## src/rtl/mem_source_if.sv

```systemverilog
// Bundle of control, memory-read and FIFO-write signals for the sample feeder.
// Latency: none (wires only).
// Backpressure: carries Full_i from the FIFO back to the feeder.
interface mem_source_if #(
  parameter int ADDR_WIDTH = $clog2(100),
  parameter int DATA_WIDTH = 32
) ();
  logic                  start_i;
  logic [ADDR_WIDTH-1:0] ilen;
  logic [ADDR_WIDTH-1:0] addr;
  logic                  Read_Enable_o;
  logic [DATA_WIDTH-1:0] data_i;
  logic                  Full_i;
  logic [DATA_WIDTH-1:0] data_o;
  logic                  Write_Enable_o;
  logic                  busy;
  logic                  done;

  // Feeder side.
  modport master (
    input  start_i, ilen, data_i, Full_i,
    output addr, Read_Enable_o, data_o, Write_Enable_o, busy, done
  );

  // Environment side (memory, FIFO and controller).
  modport slave (
    output start_i, ilen, data_i, Full_i,
    input  addr, Read_Enable_o, data_o, Write_Enable_o, busy, done
  );
endinterface

```

## src/rtl/mem_source.sv

```systemverilog
// Streams samples 0..ilen-1 from a sync-read memory into the core's input FIFO.
// Latency: first FIFO write 3 cycles after start, then one sample per cycle.
// Backpressure: Full_i stalls writes; out+skid hold 2 samples, reads throttle at occ=2.
module mem_source #(
  parameter int ADDR_WIDTH = $clog2(100),
  parameter int DATA_WIDTH = 32
) (
  input  logic          clk,
  input  logic          rst,
  mem_source_if.master  bus
);
  localparam logic [1:0] IDLE  = 2'd0;
  localparam logic [1:0] FETCH = 2'd1;
  localparam logic [1:0] DONE  = 2'd2;

  localparam logic [ADDR_WIDTH-1:0] ONE = ADDR_WIDTH'(1);

  logic [1:0]            state;
  logic [ADDR_WIDTH-1:0] len_q;
  logic [ADDR_WIDTH-1:0] rd_cnt;
  logic [ADDR_WIDTH-1:0] wr_cnt;
  logic                  out_valid;
  logic                  skid_valid;
  logic                  inflight;
  logic [DATA_WIDTH-1:0] out_q;
  logic [DATA_WIDTH-1:0] skid_q;
  logic [1:0]            occ;
  logic                  fetch;
  logic                  xfer;
  logic                  rd_en;

  assign fetch = (state == FETCH);
  assign xfer  = out_valid & ~bus.Full_i;
  // Samples owned by this stage: buffered ones plus the read still returning.
  assign occ   = {1'b0, out_valid} + {1'b0, skid_valid} + {1'b0, inflight};
  // A read is allowed only if its data will have a register to land in.
  assign rd_en = fetch & (rd_cnt < len_q) & ((occ < 2'd2) | xfer);

  assign bus.addr           = rd_cnt;
  assign bus.Read_Enable_o  = rd_en;
  assign bus.Write_Enable_o = xfer;
  assign bus.data_o         = out_q;
  assign bus.busy           = fetch;
  assign bus.done           = (state == DONE);

  // Sequencing and address/write counters.
  always_ff @(posedge clk) begin
    if (rst) begin
      state  <= IDLE;
      len_q  <= '0;
      rd_cnt <= '0;
      wr_cnt <= '0;
    end else begin
      case (state)
        IDLE: begin
          if (bus.start_i) begin
            len_q  <= bus.ilen;
            rd_cnt <= '0;
            wr_cnt <= '0;
            state  <= (bus.ilen == '0) ? DONE : FETCH;
          end
        end
        FETCH: begin
          if (rd_en) rd_cnt <= rd_cnt + ONE;
          if (xfer) begin
            wr_cnt <= wr_cnt + ONE;
            // Leave on the last write so done lands the very next cycle.
            if (wr_cnt == len_q - ONE) state <= DONE;
          end
        end
        DONE:    state <= IDLE;
        default: state <= IDLE;
      endcase
    end
  end

  // Two-deep output buffer: out register feeds the FIFO, skid absorbs a stalled return.
  always_ff @(posedge clk) begin
    if (rst) begin
      inflight   <= 1'b0;
      out_valid  <= 1'b0;
      skid_valid <= 1'b0;
      out_q      <= '0;
      skid_q     <= '0;
    end else begin
      inflight <= rd_en;

      if (xfer && skid_valid) begin
        out_q     <= skid_q;
        out_valid <= 1'b1;
      end else if (inflight && (!out_valid || xfer)) begin
        out_q     <= bus.data_i;
        out_valid <= 1'b1;
      end else if (xfer) begin
        out_valid <= 1'b0;
      end

      if (inflight && out_valid && !(xfer && !skid_valid)) begin
        skid_q     <= bus.data_i;
        skid_valid <= 1'b1;
      end else if (xfer && skid_valid) begin
        skid_valid <= 1'b0;
      end
    end
  end
endmodule

```

## src/flat_wrapper.sv

```systemverilog
// flat-port wrapper written by rule: the top's interface ports become plain ports
module mem_source_flat 
#(
  parameter int ADDR_WIDTH = $clog2(100),
  parameter int DATA_WIDTH = 32
)
  (clk, rst, bus_start_i, bus_ilen, bus_data_i, bus_Full_i, bus_addr, bus_Read_Enable_o, bus_data_o, bus_Write_Enable_o, bus_busy, bus_done);
  mem_source_if #(.ADDR_WIDTH(ADDR_WIDTH), .DATA_WIDTH(DATA_WIDTH)) bus_i ();
  input  logic clk;
  input  logic rst;
  input wire logic [$bits(bus_i.start_i)-1:0] bus_start_i;
  input wire logic [$bits(bus_i.ilen)-1:0] bus_ilen;
  input wire logic [$bits(bus_i.data_i)-1:0] bus_data_i;
  input wire logic [$bits(bus_i.Full_i)-1:0] bus_Full_i;
  output wire logic [$bits(bus_i.addr)-1:0] bus_addr;
  output wire logic [$bits(bus_i.Read_Enable_o)-1:0] bus_Read_Enable_o;
  output wire logic [$bits(bus_i.data_o)-1:0] bus_data_o;
  output wire logic [$bits(bus_i.Write_Enable_o)-1:0] bus_Write_Enable_o;
  output wire logic [$bits(bus_i.busy)-1:0] bus_busy;
  output wire logic [$bits(bus_i.done)-1:0] bus_done;
  assign bus_i.start_i = bus_start_i;
  assign bus_i.ilen = bus_ilen;
  assign bus_i.data_i = bus_data_i;
  assign bus_i.Full_i = bus_Full_i;
  assign bus_addr = bus_i.addr;
  assign bus_Read_Enable_o = bus_i.Read_Enable_o;
  assign bus_data_o = bus_i.data_o;
  assign bus_Write_Enable_o = bus_i.Write_Enable_o;
  assign bus_busy = bus_i.busy;
  assign bus_done = bus_i.done;
  mem_source #(.ADDR_WIDTH(ADDR_WIDTH), .DATA_WIDTH(DATA_WIDTH)) u_core (.clk(clk), .rst(rst), .bus(bus_i));
endmodule
```

## config.mk

```make
export PLATFORM = sky130hd
export DESIGN_NAME = mem_source_flat
export DESIGN_NICKNAME = d
export VERILOG_FILES = /design/src/rtl/mem_source_if.sv /design/src/rtl/mem_source.sv /design/src/flat_wrapper.sv
export SDC_FILE = /design/constraint.sdc
export NUM_CORES = 1
export LEC_CHECK = 0
export CELL_PAD_IN_SITES_DETAIL_PLACEMENT = 1
export CELL_PAD_IN_SITES_GLOBAL_PLACEMENT = 2
export CORE_ASPECT_RATIO = 1.1
export CORE_MARGIN = 5
export CORE_UTILIZATION = 32
export CTS_CLUSTER_DIAMETER = 100
export DETAILED_ROUTE_END_ITERATION = 7
export PLACE_DENSITY_LB_ADDON = 0.1
export SLEW_MARGIN = 5
export SYNTH_ARGS = -nofsm -noshare
export SYNTH_HDL_FRONTEND = slang
export SYNTH_SLANG_ARGS = --single-unit
export TNS_END_PERCENT = 1
```

## constraint.sdc

```tcl
create_clock -name clk -period 4.8 [get_ports clk]
set_input_delay 1.44 -clock clk [delete_from_list [all_inputs] [get_ports clk]]
set_output_delay 1.44 -clock clk [all_outputs]
set_load 0.01 [all_outputs]
```

==> results.ini <==
[run_status]
status = complete, no violations

[floorplanning]
die_y_um = 127.2
ios = 86
row_count = 42
core_um2 = 12140
start_util = 0.3292
die_area_um2 = 14830
die_w_um = 116.6

[finish]
multi_input_area_um2 = 2042
n_antenna_cell = 0
final_nets = 596
drive_gt1_frac = 0.06947
synthToLayoutAreaGrowth_pct = 32.12
seq_area_um2 = 1802
fillers = 1418
finalInstanceArea_um2 = 5280

[timing]
relSlewSlack = 0.5658
hold_viol = 0
fin_crit_sh = 0.9796
fin_hold_ws_ps = 456.6
setup_tns_ps = 0
tightest_slew_ps = 649.0
setup_violations = 0
fin_worst_skew_ps = 7.594
rsz0062_at_grt = no
fin_ws_ps = 98.13
min_period_ps = 4702
drv_slew = 0
timing.fmax_mhz = 212.7

[yosys]
synth_compound_area_frac = 0.1788
yosysSeqAreaShare = 0.4508
synth_top_area_share = 0.4508
synthTopCellsByCount = dfxtp_1, nand2_1, nor2_1
syn_area_um2 = 3996
synth-xor-area-share = 0.03068
synthTopCellsByArea = dfxtp_1, mux2i_1, nand2_1, a21oi_1, a211oi_1
ys_types = 50
synth_fa_ha_area_frac = 0.03131
syn_inst = 465
ys.flop_type = dfxtp_1
yosys.area.top_type = dfxtp_1
synth_enable_flop_cells = 0
yosysWarnings = 0
yosys.area_share.simple = 0.1807
syn_avg_cell_area_um2 = 8.594
synthMuxAreaShare = 0.08516
ys_async_sr_fraction = 0
ys_ff_latch = 90
synth_most_common_cell = dfxtp_1
synth_top_family_by_area = simple AND/OR/NAND/NOR gates
synth_nets = 518

[setup_path]
cp.required_ps = 3360
path_delay_family = buffers and inverters
reg2reg_to = u_core.bus.addr[6]
slowest_stage = clkdlybuf4s50_1
reg2reg_from = u_core.len_q[4]
arrival_ps = 3260
cp-start-kind = primary input
regToRegSetupSlack_ps = 2300
crit_path_cell_trace = clkdlybuf4s50_1 > nand2b_4 > inv_6 > nor2_4 > a2111oi_4 > o21ai_2 > inv_2 > clkdlybuf4s50_1
cpMostUsedCell = clkdlybuf4s50_1
critPathMaxFanout = 3
critical_path_buf_inv_count = 4
rr_worst_depth = 9
crit_type = in2out
critPathCaptureType = output port
max_stage_delay_ps = 530

[power_and_ir_drop]
power_density_nw_per_um2 = 314.1
p_leak_nw = 1.890
p_total_w = 0.001658
vdd_drop_max_v = 0.0001279

[hold_path]
min_to = u_core.skid_q[14]
hold_depth = 2
min_from = u_core.skid_q[14]
hold_path.class = reg2reg

[grt]
grt-ovfl-total = 0
grt_max_degree = 58
antenna_found_initial = 0
grt_pass1_vias = 3864
grt_usage = 0.1604
grt_pass1_wl_mm = 19.18

[placement]
io_buffer_count = 85
dp_hpwl_mm = 7.764
preCtsSetupSlack_ps = 63.73
placedInstanceArea_um2 = 5007
place_congestion = 0.7811

[run]
drv_cap = 0

[drt]
drc = 0
wl_mm = 11.29
drt-initial-drc-count = 149
drt-vias-per-instance = 5.084
detail-route-antenna-nets = 0
drt_first_pass_iters = 4
vias = 3564
wl_per_cell_um = 16.10

[cts]
insertion_delay_ps = 340
cts_tree = built
cts.sinks = 90
postCtsSetupRepairBufs = 0
root_buffer = clkbuf_16
cts_resized = 0
path_clk_slew_ps = 60
h-tree-depth = 3
clockBufferDepth = 2
hold_buffers = 0
cts_buffers = 9

[cells by family after synthesis]
logic type	Yosys count
flops	90
buf+inv	40
simple gates	166
mux	34
fa+ha+maj	10
compound gates	111
xor+xnor	14
[routing by layer]
| metal | vias to the layer above | GRT usage | routed length, um |
|---|---|---|---|
| met5 | - | 0 | 0 |
| met4 | 0 | 0.05735 | 180 |
| met3 | 13 | 0.02980 | 360 |
| met2 | 53 | 0.2690 | 5541 |
| met1 | 1731 | 0.2047 | 5203 |
| li1 | 1767 | - | - |
[per-stage QoR]
step / utilization / cells
floorplan: - / 465
global placement: 0.4125 / 686
detailed placement: 0.4125 / 686
CTS: 0.4350 / 701
global route: 0.4350 / 701
finish: 0.4350 / 701
[final cells by class]
cell class	instances	area share
Clock inverter	2	0.002370
Inverter	12	0.009479
Tap cell	154	0.03649
Clock buffer	13	0.04929
Timing Repair Buffer	95	0.1744
Sequential cell	90	0.3412
Multi-Input combinational cell	335	0.3867
[worst max path at each step]
stage	end	from	depth (start not counted)	slack, ps
after floorplan	bus_Read_Enable_o	bus_Full_i	7	980
after global placement	bus_Read_Enable_o	bus_Full_i	8	90
after detailed placement	bus_Read_Enable_o	bus_Full_i	8	60
after CTS	bus_Read_Enable_o	bus_Full_i	8	70
after global routing	bus_Read_Enable_o	bus_Full_i	8	20
final	bus_Read_Enable_o	bus_Full_i	8	100
[tightest hold or removal path: stages, from the launching register on]
cell and delay [ps]:
dfxtp_1 310, nand2_1 50, a21oi_1 50
[sequential cells by signal, indices dropped and copies added (netlist names)]
signal             cells
u_core.out_valid       1
u_core.inflight        1
u_core.skid_valid      1
u_core.state           2
u_core.bus.addr        7
u_core.bus.data_o     32
u_core.wr_cnt          7
u_core.len_q           7
u_core.skid_q         32
[placed cells by master, fill, tap and decap left out, types with 2 or more instances in the layout]
cell type         n
dfxtp_1          90
clkdlybuf4s50_1  84
nand2_1          72
nor2_1           60
a21oi_1          50
mux2i_1          34
a211oi_1         33
inv_1            10
ha_1             10
buf_4            10
xor2_1            9
clkbuf_16         9
o21ai_0           6
nor3_1            5
xnor2_1           5
nand4_1           4
a21o_1            3
nand3_1           3
o211ai_1          3
or3_1             3
o21ai_2           2
nor3b_1           2
or2_2             2
or4_1             2
nor4_1            2
nor4b_1           2
o31ai_1           2
clkbuf_8          2
clkbuf_1          2
[report_power, final]
group	internal, W	switching (W)
combinational	0.000107	0.000103
sequential	0.000766	0.0000164
clock	0.000376	0.000288
total	0.00125	0.000408
Note: power is estimated with default switching activity, not from simulation.
